## src/rtl/lemming_world.sv

```systemverilog
// Terrain/environment model driving a Lemmings walker FSM: pits, digging, walls, falls, splat.
// Outputs ground/bump are combinational from pos; state updates take one cycle. No backpressure.
// Optional step counter: define LEMMING_WORLD_STEP_CNT_EN.
module lemming_world #(
  parameter int WIDTH      = 16,
  parameter int START_POS  = 8,
  parameter int DIG_CYCLES = 4,
  parameter int DIG_DEPTH  = 3,
  parameter int SPLAT_LEN  = 20
) (
  input  logic        clk,
  input  logic        reset,
  input  logic        map_we,
  input  logic [3:0]  map_addr,
  input  logic [4:0]  map_wdata,
  input  logic        walk_left,
  input  logic        walk_right,
  input  logic        aaah,
  input  logic        digging,
  output logic        ground,
  output logic        bump_left,
  output logic        bump_right,
  output logic [3:0]  pos,
  output logic [4:0]  fall_len,
  output logic        splat,
  output logic [15:0] step_cnt
);

  localparam int DCW = (DIG_CYCLES > 1) ? $clog2(DIG_CYCLES) : 1;

  logic [4:0]     depth_q [WIDTH];
  logic [4:0]     depth_d [WIDTH];
  logic [3:0]     pos_q, pos_d;
  logic [DCW-1:0] dig_cnt_q, dig_cnt_d;
  logic [4:0]     fall_len_q, fall_len_d;
  logic           splat_q, splat_d;
  logic [4:0]     cur_depth;
  logic           walk_one;
  logic           moved;

  assign cur_depth  = depth_q[pos_q];
  assign walk_one   = walk_left ^ walk_right;
  assign ground     = (cur_depth == 5'd0);
  assign bump_left  = walk_left  && !walk_right && (pos_q == 4'd0);
  assign bump_right = walk_right && !walk_left  && (pos_q == 4'(WIDTH-1));
  assign pos        = pos_q;
  assign fall_len   = fall_len_q;
  assign splat      = splat_q;

  always_comb begin
    depth_d    = depth_q;
    pos_d      = pos_q;
    dig_cnt_d  = dig_cnt_q;
    fall_len_d = fall_len_q;
    splat_d    = splat_q;
    moved      = 1'b0;

    // External write first so a same-column fall/dig update overrides it.
    if (map_we && (int'(map_addr) < WIDTH))
      depth_d[map_addr] = map_wdata;

    if (cur_depth != 5'd0) begin
      depth_d[pos_q] = cur_depth - 5'd1;
      dig_cnt_d      = '0;
    end else if (digging) begin
      if (dig_cnt_q == DCW'(DIG_CYCLES-1)) begin
        depth_d[pos_q] = 5'(DIG_DEPTH);
        dig_cnt_d      = '0;
      end else begin
        dig_cnt_d = dig_cnt_q + 1'b1;
      end
    end else begin
      dig_cnt_d = '0;
      if (walk_one) begin
        if (walk_left && pos_q != 4'd0) begin
          pos_d = pos_q - 4'd1;
          moved = 1'b1;
        end else if (walk_right && pos_q != 4'(WIDTH-1)) begin
          pos_d = pos_q + 4'd1;
          moved = 1'b1;
        end
      end
    end

    if (!ground) begin
      if (fall_len_q != 5'd31)
        fall_len_d = fall_len_q + 5'd1;
    end else begin
      if (int'(fall_len_q) > SPLAT_LEN)
        splat_d = 1'b1;
      fall_len_d = 5'd0;
    end
  end

  always_ff @(posedge clk) begin
    if (reset) begin
      for (int i = 0; i < WIDTH; i++)
        depth_q[i] <= 5'd0;
      pos_q      <= 4'(START_POS);
      dig_cnt_q  <= '0;
      fall_len_q <= 5'd0;
      splat_q    <= 1'b0;
    end else begin
      depth_q    <= depth_d;
      pos_q      <= pos_d;
      dig_cnt_q  <= dig_cnt_d;
      fall_len_q <= fall_len_d;
      splat_q    <= splat_d;
    end
  end

  logic unused_inputs;

`ifdef LEMMING_WORLD_STEP_CNT_EN
  logic [15:0] step_cnt_q, step_cnt_d;

  always_comb begin
    step_cnt_d = step_cnt_q;
    if (moved)
      step_cnt_d = step_cnt_q + 16'd1;
  end

  always_ff @(posedge clk) begin
    if (reset)
      step_cnt_q <= 16'd0;
    else
      step_cnt_q <= step_cnt_d;
  end

  assign step_cnt      = step_cnt_q;
  assign unused_inputs = aaah;
`else
  assign step_cnt      = 16'd0;
  // The lemming's scream carries no information the terrain needs.
  assign unused_inputs = aaah ^ moved;
`endif

endmodule

```

## config.mk

```make
export PLATFORM = sky130hd
export DESIGN_NAME = lemming_world
export DESIGN_NICKNAME = d
export VERILOG_FILES = /design/src/rtl/lemming_world.sv
export SDC_FILE = /design/constraint.sdc
export NUM_CORES = 1
export LEC_CHECK = 0
export ABC_AREA = 1
export CORE_UTILIZATION = 35
export DETAILED_ROUTE_END_ITERATION = 12
export GPL_TIMING_DRIVEN = 0
export PLACE_DENSITY_LB_ADDON = 0.1
export SKIP_CTS_REPAIR_TIMING = 1
export SLEW_MARGIN = 20
export SYNTH_ARGS = -nofsm -noshare
export SYNTH_HDL_FRONTEND = slang
export SYNTH_SLANG_ARGS = --single-unit
```

## constraint.sdc

```tcl
create_clock -name clk -period 5.6 [get_ports clk]
set_clock_uncertainty 0.05 [all_clocks]
set_input_delay 1.12 -clock clk [delete_from_list [all_inputs] [get_ports clk]]
set_output_delay 1.12 -clock clk [all_outputs]
set_load 0.005 [all_outputs]
```

==> flow_metrics.tcl, run 1 <==
set metrics [dict create \
    final.setup.tns_ns 0 \
    syn2layout_area_growth_pct 13.6 \
    synthCells 1149 \
    worst_slew_pin_slew_ns 0.861 \
    power_density_nw_per_um2 503 \
    initial_utilization_pct 35.7 \
    ys_seq_elements 92 \
    drv_slew 0 \
    yosysWarnings 0 \
    fmax_ghz 0.197 \
    holdPathStages 1 \
    start_kind "flip-flop" \
    end_kind "primary output" \
    ys.flop_type "dfxtp_1" \
    drc 0 \
    route.met2.wl_um 11500 \
    grt_pass1_vias 6701 \
    num-fill-cells 2129 \
    grt_max_degree 15 \
    cts_inserted_buffers 9 \
    r2r_setup_slack_ns 1.93 \
    crit_fanout 10 \
    clock_latency_ns 0.35 \
    ios 45 \
    maxCapViolCount 0 \
    clock-root-buffer "clkbuf_16" \
    multiInputGateArea_sq_um 4170 \
    n_antenna_cell 0 \
    register_area_sq_um 1840 \
    crit_start "pos[0]" \
    finalNetCount 1226 \
    hp-start "dig_cnt_q[0]" \
    wl_um 26100 \
    crit_type "reg -> out" \
    grt_pass1_wl_um 39600 \
    rsz0062_at_grt "no" \
    ant_nets 0 \
    wl_per_cell_um 18.1 \
    netlist_area_sq_um 6680 \
    wl_met3_um 1580 \
    numPortBuffers 25 \
    ctsHtreeMaxLevel 3 \
    cts_tree "built" \
    hold_path_class "reg -> reg" \
    period_minus_slack_ns 5.07 \
    synth_largest_area_cell "dfxtp_1" \
    gp_congestion 0.965 \
    die_x_um 140 \
    grtUsageTotal_pct 27.0 \
    leakage_nw 3.45 \
    reg2reg_depth 15 \
    post-synth-top-count-cell "nand2_1" \
    timing.final.crit_share_pct 90.6 \
    overflow 0 \
    num_vias 7525 \
    netlist.area_leader.share_pct 27.6 \
    setup_viol 0 \
    cts_sinks 92 \
    max_slew_margin_pct 42.4 \
    whs_endpoint "dig_cnt_q[0]" \
    wl_met1_um 12200 \
    rr_startpoint "pos[0]" \
    via_per_inst 5.23 \
    design_area_sq_um 7590 \
    status "finished, final reports clean" \
    die_area_sq_um 19600 \
    std_cell_rows 50 \
    placed_area_sq_um 7280 \
    firstDrtPassIters 5 \
    die_height_um 140 \
    ys_async_sr_fraction_pct 0 \
    critPathRequiredTime_ns 4.43 \
    ir_drop_mv 0.238 \
    synth.yosys.seq_area_share_pct 27.6 \
    antenna_found_initial 0 \
    r2r_end "depth_q[27]" \
    synth.distinct_cells 36 \
    synth_edf_count 0 \
    fp.coreArea_sq_um 18700 \
    worst_ep_arrival_time_ns 3.90 \
    path_clk_slew_ns 0.07 \
    hold_violations 0 \
    drive_gt1_share_pct 6.97 \
    synth_area_per_cell_sq_um 5.81 \
    synth_area_leaders "dfxtp_1 (28%), nand2_1 (23%), o21ai_0 (10%), nor2_1 (7.0%), a21oi_1 (5.2%)" \
    top_layer "met4" \
    clock_path_buffers 2 \
    place_hpwl_um 19700 \
    netlist_top_cells_count "nand2_1 (408), o21ai_0 (133), nor2_1 (124)" \
    drt_iter0_markers 738 \
]
## worst max-delay path, stage by stage, from the launching register on
cell and delay, ns:
dfxtp_1 0.44, buf_2 0.30, buf_2 0.29, o21ai_0 0.17, nand2_1 0.08, nand2_1 0.05, nand2_1 0.06, nand2_1 0.06
nor2_1 0.12, buf_2 0.29, ha_1 0.34, nand3_1 0.14, nor2_2 0.27, buf_2 0.36, clkdlybuf4s50_1 0.56
## layer usage
metal | vias up | track usage (%)
met4 | 0 | 10.8
li1 | 3761 | -
met2 | 276 | 42.3
met1 | 3435 | 37.2
met3 | 53 | 3.86
met5 | - | 0
## stage by stage
step / power (W) / instances / utilization, % / hold slack (ns) / worst slack [ns]
floorplan: 0.00229 / 1164 / - / 0.349 / 2.39
global placement: 0.00313 / 1423 / 38.9 / 0.367 / 0.941
detailed placement: 0.00312 / 1423 / 38.9 / 0.373 / 0.920
CTS: 0.00378 / 1439 / 40.6 / 0.383 / 0.520
global route: 0.00407 / 1439 / 40.6 / 0.394 / 0.235
finish: 0.00381 / 1439 / 40.6 / 0.373 / 0.525
## layout by cell type (no fill, tap or decap), types with 6 or more instances in the layout
master	Yosys	layout
clkdlybuf4s50_1	0	25
a21oi_1	70	70
nand3b_1	9	9
buf_4	18	18
o21ai_1	10	10
o211ai_1	11	11
ha_1	9	9
buf_2	23	23
conb_1	1	16
nand2_1	408	408
o21ai_0	133	133
clkbuf_16	0	9
dfxtp_1	92	92
a21oi_2	6	6
mux2i_1	8	8
o21a_1	10	10
clkbuf_1	24	25
nand3_1	52	52
o31ai_1	6	6
inv_1	90	90
nor2_1	124	124
## area by class of cell
cell class / count / area share, %
Tap cell: 234 / 3.86
Clock inverter: 4 / 0.627
Multi-Input combinational cell: 905 / 54.9
Sequential cell: 92 / 24.3
Inverter: 100 / 4.95
Timing Repair Buffer: 25 / 3.30
Clock buffer: 12 / 3.38
Buffer: 67 / 4.68
## state kept, by name, indices dropped and copies added, names as in the netlist
signal / cells
splat: 1
fall_len: 5
pos: 4
depth_q: 80
dig_cnt_q: 2
## where the power goes
group          switching (W)  internal (W)
Clock               0.000286      0.000370
Combinational        0.00166      0.000607
Sequential         0.0000862      0.000809
Total                0.00203       0.00179
## how the worst max path moves through the flow
stage               slack [ns]  endpoint  cells past startpoint
floorplan                 2.39    ground                     13
global placement          0.94    ground                     14
detailed placement        0.92    ground                     14
CTS                       0.52    ground                     14
global route              0.23    ground                     14
finish                    0.53    ground                     14
## cells by family (layout without fill, tap and decap cells)
logic type | Yosys count | count (layout) | share of synthesized area (%)
AOI/OAI and AO/OA | 252 | 252 | 20.5
and+or+nand+nor | 612 | 612 | 36.8
buffers and inverters | 167 | 208 | 10.9
adders and majority gates | 10 | 10 | 1.99
DFF | 92 | 92 | 27.6
other | 1 | 16 | 0.0561
muxes | 8 | 8 | 1.20
xor gates and xnor gates | 7 | 7 | 0.918
Power figures use the tool's default switching activity.
==> run 2: changes to the inputs <==
Settings changed: CORE_UTILIZATION 35 to 34.
==> flow_metrics.tcl, run 2 (synthesis gave the netlist of run 1 again) <==
set metrics [dict create \
    n_antenna_cell 0 \
    grtUsageTotal_pct 26.3 \
    via_per_inst 5.08 \
    wl_um 25900 \
    drc 0 \
    dp.cells 1449 \
    initial_utilization_pct 35.2 \
    final.setup.tns_ns 0 \
    grt_pass1_wl_um 39300 \
    largest_register_ffs 80 \
    grt_max_degree 17 \
    design_area_sq_um 7640 \
    layout_common_cells "nand2_1 (408), o21ai_0 (133), nor2_1 (124)" \
    max_slew_margin_pct 46.4 \
    worst_slack_ns 0.507 \
    power.clock.fraction_pct 18.1 \
    clock_path_buffers 2 \
    critPathRequiredTime_ns 4.43 \
    status "finished, final reports clean" \
    p_sw_share_pct 53.1 \
    place_ws_ns 0.915 \
    die_area_sq_um 20200 \
    ctsHtreeMaxLevel 3 \
    end_kind "primary output" \
    timing.final.crit_share_pct 91.0 \
    pwr-share-seq_pct 23.2 \
    maxCapViolCount 0 \
    crit_fanout 10 \
    clock-root-buffer "clkbuf_16" \
    leakage_nw 3.45 \
    cts_tree "built" \
    gp_congestion 0.934 \
    numPortBuffers 25 \
    fmax_ghz 0.196 \
    power.internal_w 0.00181 \
    fp.coreArea_sq_um 19000 \
    hold_path_class "reg -> reg" \
    comb_power_share_pct 58.7 \
    firstDrtPassIters 6 \
    worst_slew_pin_slew_ns 0.802 \
    hp-start "dig_cnt_q[0]" \
    worst_ep_arrival_time_ns 3.92 \
    clock_latency_ns 0.36 \
    fin_cells 1465 \
    crit_type "reg -> out" \
    period_minus_slack_ns 5.09 \
    whs_ns 0.373 \
    layout_commonest_cell "nand2_1" \
    syn2layout_area_growth_pct 14.4 \
    finalNetCount 1226 \
    wl_per_cell_um 17.6 \
    power_density_nw_per_um2 505 \
    ant_nets 0 \
    cts_inserted_buffers 9 \
    hold_violations 0 \
    rsz0062_at_grt "no" \
    place_hpwl_um 19600 \
    num_vias 7438 \
    drv_slew 0 \
    overflow 0 \
    start_kind "flip-flop" \
    crit_start "pos[0]" \
    die_x_um 142 \
    top_register "depth_q" \
    p_switching_w 0.00205 \
    die_height_um 142 \
    path_clk_slew_ns 0.08 \
    antenna_found_initial 1 \
    std_cell_rows 50 \
    cts_sinks 92 \
    drt_iter0_markers 770 \
    ios 45 \
    grt_pass1_vias 6578 \
    ir_drop_mv 0.323 \
    placed_area_sq_um 7320 \
    r2r_setup_slack_ns 1.86 \
    drive_gt1_share_pct 7.05 \
    rr_startpoint "pos[0]" \
    setup_viol 0 \
]
-- run 2: cell types whose count changed in the layout (fill, tap and decap cells not counted) --
cell / change
bufinv_16: +1
clkbuf_1: -1
clkbuf_8: -2
clkinv_2: -2
clkinv_4: +1
clkinvlp_4: +2
inv_6: +1
-- run 2: worst paths after layout --
path,depth (start not counted),end
min,1,dig_cnt_q[0]
min reg2reg,1,dig_cnt_q[0]
max reg2reg,15,depth_q[27]
max,14,ground
-- run 2: power groups by stage --
stage          registers (W)  clock network, W  logic [W]
3_5_place_dp        0.000910                 0    0.00222
2_1_floorplan       0.000880                 0    0.00141
4_1_cts             0.000895          0.000707    0.00223
3_3_place_gp        0.000908                 0    0.00222
6_report            0.000896          0.000696    0.00226
5_1_grt             0.000914          0.000731    0.00246
-- run 2: per-layer routing --
layer  part of all wire [%]  track usage, %  up-vias
met4                    1.4            6.56        0
met3                    7.5            3.84       27
li1                       -               -     3758
met5                      0               0        -
met1                     46            37.0     3374
met2                     45            41.9      279
-- run 2: cell type report --
type	count	area, sq um
repair buffers	25	250
well taps	260	325
fillers	2097	11300
multi-input cells	905	4170
clock inverters	7	100
clock buffers	9	225
plain buffers	67	355
inverters	100	375
flip-flops and latches	92	1840
-- run 2: metrics by stage --
step | power, W | util [%]
final | 0.00386 | 40.3
after global routing | 0.00411 | 40.3
after CTS | 0.00384 | 40.3
after detailed placement | 0.00313 | 38.6
after global placement | 0.00313 | 38.6
after floorplan | 0.00229 | -
-- run 2: worst max-delay path, cell delays in order (launching register included) --
cell	delay, ns
dfxtp_1	0.45
buf_2	0.30
buf_2	0.28
o21ai_0	0.19
nand2_1	0.09
nand2_1	0.05
nand2_1	0.06
nand2_1	0.05
nor2_1	0.12
buf_2	0.28
ha_1	0.33
nand3_1	0.16
nor2_2	0.26
buf_2	0.35
clkdlybuf4s50_1	0.56
